## src/rtl/dm_pkg.sv

```systemverilog
// Shared definitions for the MEM-stage data-memory access controller.
package dm_pkg;

  typedef enum logic [1:0] {
    LS_NONE = 2'b00,
    LS_WORD = 2'b01,
    LS_HALF = 2'b10,
    LS_BYTE = 2'b11
  } ls_e;

  typedef enum logic [1:0] {
    ST_IDLE     = 2'b00,
    ST_CPU_RD   = 2'b01,
    ST_CPU_DONE = 2'b10,
    ST_DBG_RD   = 2'b11
  } state_e;

  function automatic logic [3:0] lane_mask(input ls_e size, input logic [1:0] lo);
    case (size)
      LS_WORD: lane_mask = 4'b1111;
      LS_HALF: lane_mask = lo[1] ? 4'b1100 : 4'b0011;
      LS_BYTE: lane_mask = 4'b0001 << lo;
      default: lane_mask = 4'b0000;
    endcase
  endfunction

endpackage

```

## src/rtl/dm_lane_align.sv

```systemverilog
// Byte-lane steering: store enables/replication and sub-word load extraction/extension.
module dm_lane_align
  import dm_pkg::*;
(
  input  ls_e         st_size_i,
  input  logic [1:0]  st_lo_i,
  input  logic [31:0] st_data_i,
  output logic [3:0]  st_we_o,
  output logic [31:0] st_data_o,
  input  ls_e         ld_size_i,
  input  logic [1:0]  ld_lo_i,
  input  logic        ld_ext_i,
  input  logic [31:0] ld_raw_i,
  output logic [31:0] ld_data_o
);

  logic [15:0] ld_half;
  logic [7:0]  ld_byte;

  assign st_we_o = lane_mask(st_size_i, st_lo_i);

  always_comb begin
    case (st_size_i)
      LS_HALF: st_data_o = {2{st_data_i[15:0]}};
      LS_BYTE: st_data_o = {4{st_data_i[7:0]}};
      default: st_data_o = st_data_i;
    endcase
  end

  assign ld_half = ld_lo_i[1] ? ld_raw_i[31:16] : ld_raw_i[15:0];
  assign ld_byte = ld_raw_i[{ld_lo_i, 3'b000} +: 8];

  always_comb begin
    case (ld_size_i)
      LS_HALF: ld_data_o = {{16{ld_ext_i & ld_half[15]}}, ld_half};
      LS_BYTE: ld_data_o = {{24{ld_ext_i & ld_byte[7]}}, ld_byte};
      default: ld_data_o = ld_raw_i;
    endcase
  end

endmodule

```

## src/rtl/dm_access_ctrl.sv

```systemverilog
// Single-port SRAM sequencer for the MEM stage: CPU/debug arbitration, load FSM, stall generation.
module dm_access_ctrl
  import dm_pkg::*;
#(
  parameter int unsigned AW       = 10,
  parameter int unsigned MAX_WAIT = 4
) (
  input  logic          clock,
  input  logic          reset,
  input  logic [1:0]    cpu_ls_bit,
  input  logic          cpu_mem_write,
  input  logic          cpu_ext_op,
  input  logic [31:0]   cpu_addr,
  input  logic [31:0]   cpu_wdata,
  output logic [31:0]   cpu_rdata,
  output logic          cpu_stall,
  output logic          cpu_misalign,
  input  logic          dbg_valid,
  input  logic          dbg_write,
  input  logic [31:0]   dbg_addr,
  input  logic [31:0]   dbg_wdata,
  output logic          dbg_ready,
  output logic          dbg_rvalid,
  output logic [31:0]   dbg_rdata,
  output logic          sram_en,
  output logic [3:0]    sram_we,
  output logic [AW-1:0] sram_addr,
  output logic [31:0]   sram_wdata,
  input  logic [31:0]   sram_rdata
);

  localparam int unsigned SW = $clog2(MAX_WAIT + 1);

  state_e        state_q, state_d;
  logic [SW-1:0] starve_q, starve_d;
  logic [1:0]    lo_q, lo_d;
  ls_e           size_q, size_d;
  logic          ext_q, ext_d;
  logic [31:0]   cpu_rdata_q, dbg_rdata_q;
  logic          misalign_q, misalign_d;
  logic          dbg_rvalid_q;
  logic          ld_done, dbg_rd_done, dbg_win;

  ls_e           cpu_size;
  logic          cpu_req, cpu_misal;
  logic [3:0]    st_we;
  logic [31:0]   st_data, ld_data;
  logic          unused_bits;

  assign cpu_size    = ls_e'(cpu_ls_bit);
  assign cpu_req     = (cpu_size != LS_NONE);
  assign cpu_misal   = ((cpu_size == LS_WORD) && (cpu_addr[1:0] != 2'b00)) ||
                       ((cpu_size == LS_HALF) && cpu_addr[0]);
  assign unused_bits = ^{cpu_addr[31:AW+2], dbg_addr[31:AW+2], dbg_addr[1:0]};

  dm_lane_align u_align (
    .st_size_i (cpu_size),
    .st_lo_i   (cpu_addr[1:0]),
    .st_data_i (cpu_wdata),
    .st_we_o   (st_we),
    .st_data_o (st_data),
    .ld_size_i (size_q),
    .ld_lo_i   (lo_q),
    .ld_ext_i  (ext_q),
    .ld_raw_i  (sram_rdata),
    .ld_data_o (ld_data)
  );

  // While reset is high the combinational outputs look like an idle cycle with no request.
  always_comb begin
    state_d     = state_q;
    starve_d    = starve_q;
    lo_d        = lo_q;
    size_d      = size_q;
    ext_d       = ext_q;
    misalign_d  = 1'b0;
    ld_done     = 1'b0;
    dbg_rd_done = 1'b0;
    dbg_win     = 1'b0;
    sram_en     = 1'b0;
    sram_we     = '0;
    sram_addr   = cpu_addr[AW+1:2];
    sram_wdata  = st_data;
    cpu_stall   = 1'b0;
    dbg_ready   = 1'b0;
    if (!reset) begin
      case (state_q)
        ST_IDLE: begin
          dbg_win = dbg_valid && (!cpu_req || (starve_q == SW'(MAX_WAIT)));
          if (dbg_win) begin
            dbg_ready  = 1'b1;
            starve_d   = '0;
            cpu_stall  = cpu_req;
            sram_en    = 1'b1;
            sram_addr  = dbg_addr[AW+1:2];
            sram_wdata = dbg_wdata;
            if (dbg_write) sram_we = '1;
            else           state_d = ST_DBG_RD;
          end else if (cpu_req) begin
            if (dbg_valid && (starve_q != SW'(MAX_WAIT))) starve_d = starve_q + 1'b1;
            if (cpu_misal) begin
              misalign_d = 1'b1;
            end else if (cpu_mem_write) begin
              sram_en = 1'b1;
              sram_we = st_we;
            end else begin
              sram_en   = 1'b1;
              lo_d      = cpu_addr[1:0];
              size_d    = cpu_size;
              ext_d     = cpu_ext_op;
              cpu_stall = 1'b1;
              state_d   = ST_CPU_RD;
            end
          end
        end
        ST_CPU_RD: begin
          cpu_stall = 1'b1;
          ld_done   = 1'b1;
          state_d   = ST_CPU_DONE;
        end
        ST_CPU_DONE: state_d = ST_IDLE;
        ST_DBG_RD: begin
          dbg_rd_done = 1'b1;
          cpu_stall   = cpu_req;
          state_d     = ST_IDLE;
        end
        default: state_d = ST_IDLE;
      endcase
    end
  end

  always_ff @(posedge clock or posedge reset) begin
    if (reset) begin
      state_q      <= ST_IDLE;
      starve_q     <= '0;
      lo_q         <= '0;
      size_q       <= LS_NONE;
      ext_q        <= 1'b0;
      cpu_rdata_q  <= '0;
      dbg_rdata_q  <= '0;
      misalign_q   <= 1'b0;
      dbg_rvalid_q <= 1'b0;
    end else begin
      state_q      <= state_d;
      starve_q     <= starve_d;
      lo_q         <= lo_d;
      size_q       <= size_d;
      ext_q        <= ext_d;
      misalign_q   <= misalign_d;
      dbg_rvalid_q <= dbg_rd_done;
      if (ld_done)     cpu_rdata_q <= ld_data;
      if (dbg_rd_done) dbg_rdata_q <= sram_rdata;
    end
  end

  assign cpu_rdata    = cpu_rdata_q;
  assign cpu_misalign = misalign_q;
  assign dbg_rvalid   = dbg_rvalid_q;
  assign dbg_rdata    = dbg_rdata_q;

endmodule
```

## config.mk

```make
export PLATFORM = sky130hd
export DESIGN_NAME = dm_access_ctrl
export DESIGN_NICKNAME = d
export VERILOG_FILES = /design/src/rtl/dm_pkg.sv /design/src/rtl/dm_lane_align.sv /design/src/rtl/dm_access_ctrl.sv
export SDC_FILE = /design/constraint.sdc
export NUM_CORES = 1
export LEC_CHECK = 0
export CAP_MARGIN = 20
export CELL_PAD_IN_SITES_DETAIL_PLACEMENT = 0
export CELL_PAD_IN_SITES_GLOBAL_PLACEMENT = 1
export CORE_ASPECT_RATIO = 1.75
export CORE_MARGIN = 2
export CORE_UTILIZATION = 25
export CTS_CLUSTER_SIZE = 28
export DETAILED_ROUTE_END_ITERATION = 16
export GPL_TIMING_DRIVEN = 0
export PLACE_DENSITY_LB_ADDON = 0.1
export REMOVE_ABC_BUFFERS = 1
export SYNTH_ARGS = -nofsm -noshare
export SYNTH_HDL_FRONTEND = slang
export SYNTH_SLANG_ARGS = --single-unit
```

## constraint.sdc

```tcl
create_clock -name clock -period 3.2 [get_ports clock]
set_clock_uncertainty 0.05 [all_clocks]
set_input_delay 0.64 -clock clock [delete_from_list [all_inputs] [get_ports clock]]
set_output_delay 0.64 -clock clock [all_outputs]
set_load 0.005 [all_outputs]
```

# --- Yosys cells after proc, flatten, opt, wreduce, memory -nomap -nowiden ---
# Cells that the tools add are included.
word_totals:
  regBits: 76
  latchBits: 0
  mem_bits_rw: 0
  mem_bits_ro: 0
  in_bits: 168
  output_inout_bits: 115
  word_cells: 98
  n_memories: 0
op_classes:
  addsub: 1
  mul: 0
  div: 0
  magnitude_cmp: 0
  n_eq_ne: 14
  shifts: 2
  muxes: 50
  n_bitwise: 6
  n_reduce_logical: 16
ops:
  columns: ["cell", "count"]
  rows:
  - ["$pmux 32 s2", 2]
  - ["$mux 32", 3]
  - ["$mux 4", 8]
  - ["$shiftx 32x6->8", 1]
  - ["$mux 10", 3]
  - ["$mux 1", 22]
  - ["$mux 16", 1]
  - ["$ne 3x3->1 const B", 5]
  - ["$eq 2x2->1 const B", 6]
  - ["$pmux 4 s3", 1]
  - ["$mux 2", 5]
  - ["$mux 3", 3]
  - ["$reduce_bool 2->1", 4]
  - ["$pmux 2 s3", 1]
  - ["$reduce_and 6->1", 1]
  - ["$reduce_and 5->1", 1]
  - ["$eq 2x1->1 const B", 2]
  - ["$logic_and 1x1->1", 4]
  - ["$not 1->1", 4]
  - ["$reduce_and 4->1", 1]
  - ["$shl 1x2->4 const A", 1]
  - ["$add 3x1->3 const B", 1]
  - ["$eq 3x3->1 const B", 1]
  - ["$pmux 1 s3", 1]
  - ["other kinds (5)", 7]

# --- Longest topological paths before layout ---
depth:
  word_depth: 8
  ltp_mapped: 8
  mapped_depth_nobuf: 6

# --- Cells and area by module ---
# Synthesis repeated with hierarchy kept, for this count alone.
unflattened:
  hier_cells: 432
  area_unflattened_um2: 4983.5
modules_own_cells:
  columns: ["mod", "instances", "cells_each", "area_per_inst_um2", "seq_area_each_um2"]
  rows:
  - ["dm_access_ctrl", 1, 255, 3761.1, 1901.8]
  - ["dm_lane_align", 1, 177, 1222.4, 0.0]

# --- Worst setup path after synthesis ---
# OpenSTA, ideal clock, no wires.
synth_path:
  kind: "in2reg"
  startpoint: "input reset"
  endpoint: "register dbg_rdata_q[10] (netlist: dbg_rdata[10])"
  setup_ps: 125
  t_arrival_ps: 3701
  required_ps: 3025
  setup_slack_ps: -676
  cell_stages: 5
  n_path_buf: 2
  path_cell_list: "clkbuf_1 > inv_1 > nand3_1 > clkbuf_1 > mux2_2"
synth_between:
  elab_chain_len: 1
synth_lines:
  columns: ["element", "line_no", "rtl"]
  rows:
  - ["from (decl)", "dm_access_ctrl.sv:9", "input logic reset,"]
  - ["$mux 1", "dm_access_ctrl.sv:86", "if (!reset) begin"]
  - ["to (signal assigned)", "dm_access_ctrl.sv:152", "if (dbg_rd_done) dbg_rdata_q <= sram_rdata;"]
  - ["to (decl)", "dm_access_ctrl.sv:39", "logic [31:0] cpu_rdata_q, dbg_rdata_q;"]
# No other way between the ends.
# A chain may end at the register's enable or synchronous reset.

# --- Worst setup path after layout ---
layout_path:
  startpoint: "input reset"
  endpoint: "output sram_addr[2]"
layout_between:
  elab_chain_len: 1
layout_lines:
  columns: ["element", "line_no", "rtl"]
  rows:
  - ["$mux 10", "dm_access_ctrl.sv:86", null]
  - ["to (decl)", "dm_access_ctrl.sv:27", "output logic [AW-1:0] sram_addr,"]
# No other way between the ends.

==> out/results.ini <==
[status]
status=completed

[setup_path]
cp_cell_sequence=buf_4 > or3_4 > nor3_4 > buf_6 > buf_12 > buf_8 > buf_8 > buf_4 > mux2_1 > clkdlybuf4s15_1
cp.required_ps=2510
start_kind=input pin
criticalPathCategory=input pin to output pin
slowest_delay_ps=400
crit_path_max_fanout=8
cp_slowest_cell=or3_4
critPathArrivalTime_ps=2470
crit_path_end_kind=output pin

[cts]
hold_buffers=0
h-tree-depth=3
clk_path_buf_depth=2
clk_latency_ps=340
clockRootBuffer=clkbuf_16
numClockSinks=76
cts_tree=done
cts.clk_slew.worst_paths_ps=60
cts_buffers=9

[floorplanning]
core_um2=17900
start_util_pct=25.3
die_h_um=182
dieArea_um2=19300
core.rowCount=65
io_pins=283
fp.dieW_um=106

[grt]
first_global_vias=4784
antenna_found_initial=0
grt_overflow=0
grt_pass1_wl_um=25400
grt_usage_pct=16.8
grt_max_degree=69

[pwr]
peakVddDrop_v=0.000287
cellPowerDensity_nw_per_um2=664
p_leak_uw=0.00331
fin_total_pwr_uw=5170

[placed_design]
gp_congestion=0.774
dp_hpwl_um=12200
place_inst=912
numPortBuffers=240

[synthesis]
syn_inst=464
yosysSeqAreaShare_pct=42.0
synth_ff_type=dfrtp_1
synth_edf_count=0
syn_avg_cell_area_um2=9.77
synth_cell_types=43
syn-cell-area_um2=4530
ys_warn_count=0
yosys.area.top_type_share_pct=42.0
synth_top_area_cell=dfrtp_1
ys_seq_elements=76
async_reset_ff_share_pct=100
yosys-top-cells-area=dfrtp_1 42%, mux2_2 8.0%, mux2i_1 7.1%

[routing]
first_pass_iters=5
drt-initial-drc-count=120
routed_wirelength_um=15900
vias=4473
drc_errors=0
antenna_left=0
avgViaCountPerCell=4.69
wl_per_cell_um=16.7

[final_layout]
final_nets=884
n_antenna_cell=0
seq_area_um2=1900
final_cells=953
multi_input_area_um2=2490
final_cell_mix=201 x clkdlybuf4s50_1, 74 x dfrtp_1, 52 x nand2_1
final_util_pct=43.6
final_common_cell=clkdlybuf4s50_1
drive_gt1_share_pct=17.1
area_growth_pct=71.9
num-fill-cells=1804

[timing]
slew_viol_final=0
hold_viol=0
maxSlewHeadroom_pct=29.1
grt_setup_unrepaired=true
tightest_slew_ps=1060
timing.fmax_mhz=316
finalSetupViolCount=0
finalCritPeriodShare_pct=98.8
period_minus_slack_ps=3160

[min_path]
hp-class=input pin to async pin

[flow_run]
max_cap_viol_count=0

==> path summary, 6_finish.rpt <==
check / to / cells past startpoint / startpoint / slack, ps
worst max-delay path: sram_addr[2] / 10 / reset / 40
worst min-delay path: cpu_misalign / 2 / reset / 200
worst max register to register: cpu_rdata[10] / 7 / state_q[1] / 430
worst min register to register: dbg_rdata[5] / 2 / dbg_rdata[5] / 440
max in group asynchronous: dbg_rvalid / 3 / reset / 2310
min in group clock: dbg_rdata[5] / 2 / dbg_rdata[5] / 440
==> flip-flops by register name, indices dropped and copies added, names as in the netlist, 2 cells and up <==
register and count:
dbg_rdata 32, starve_q 3, state_q 2, lo_q 2
size_q 2, cpu_rdata 32
==> area by class of cell <==
class | count | area share, %
Clock buffer | 15 | 3.56
Clock inverter | 1 | 0.0642
Inverter | 13 | 0.658
Multi-Input combinational cell | 340 | 32.0
Sequential cell | 76 | 24.4
Tap cell | 234 | 3.76
Timing Repair Buffer | 274 | 35.5
==> report_power, final <==
part / internal (uW) / total, uW / switching, uW
sequential: 1400 / 1770 / 378
clock: 588 / 964 / 376
combinational: 1580 / 2430 / 857
==> synthesized netlist by cell type (2+ instances only) <==
master and n:
a211oi_1 10, a21bo_2 4, a21o_1 4, a21oi_1 14, a32oi_1 3, buf_1 2, buf_2 9, buf_6 3
clkbuf_1 21, dfrtp_1 76, ha_1 2, inv_1 13, mux2_1 19, mux2_2 32, mux2_4 5, mux2i_1 32
nand2_1 53, nand2b_1 2, nand3_1 5, nand3b_1 4, nor2_1 20, nor2b_1 17, nor3_1 14, nor3b_1 5
o211ai_1 3, o21ai_0 23, o21ai_1 25, o221ai_1 4, o22a_1 16, o22ai_1 3, o2bb2ai_1 2, or2_2 8
==> cell families after synthesis <==
family          share of synthesized area (%)
simple gates                             14.1
compound gates                           17.2
mux                                      21.4
flops                                    42.0
buf+inv                                  4.72
fa+ha+maj                               0.552
==> critical path: cells and delay by family <==
kind | cells | cell delay, ps
buffers and inverters | 7 | 940
multiplexers | 1 | 310
AND/OR/NAND/NOR | 2 | 580
==> metal layers <==
metal  wire [um]  up-vias  track usage, %
met3        1440       18            6.04
met2        8440      193            31.8
met5           0        -               0
met1        5660     2098            16.4
met4         367        0            6.26
li1            -     2164               -
==> through the flow <==
step / hold WS, ps / TNS, ps / cell area [um2] / setup WS (ps)
floorplan: 423 / -162250 / 4370 / -2710
global placement: 418 / -567070 / 7060 / -6780
detailed placement: 426 / -75460 / 7230 / -1790
CTS: 191 / -47.4 / 7740 / -46.8
global route: 203 / -36.2 / 7790 / -27.5
finish: 201 / 0 / 7790 / 37.0
==> repair_timing <==
action,in CTS,in global routing
gates resized for setup,83,7
gates cloned,1,0
setup endpoints to repair,73,17
pin swaps,6,1
setup buffers,20,4
No activity file was read; power rests on OpenSTA's default activity.
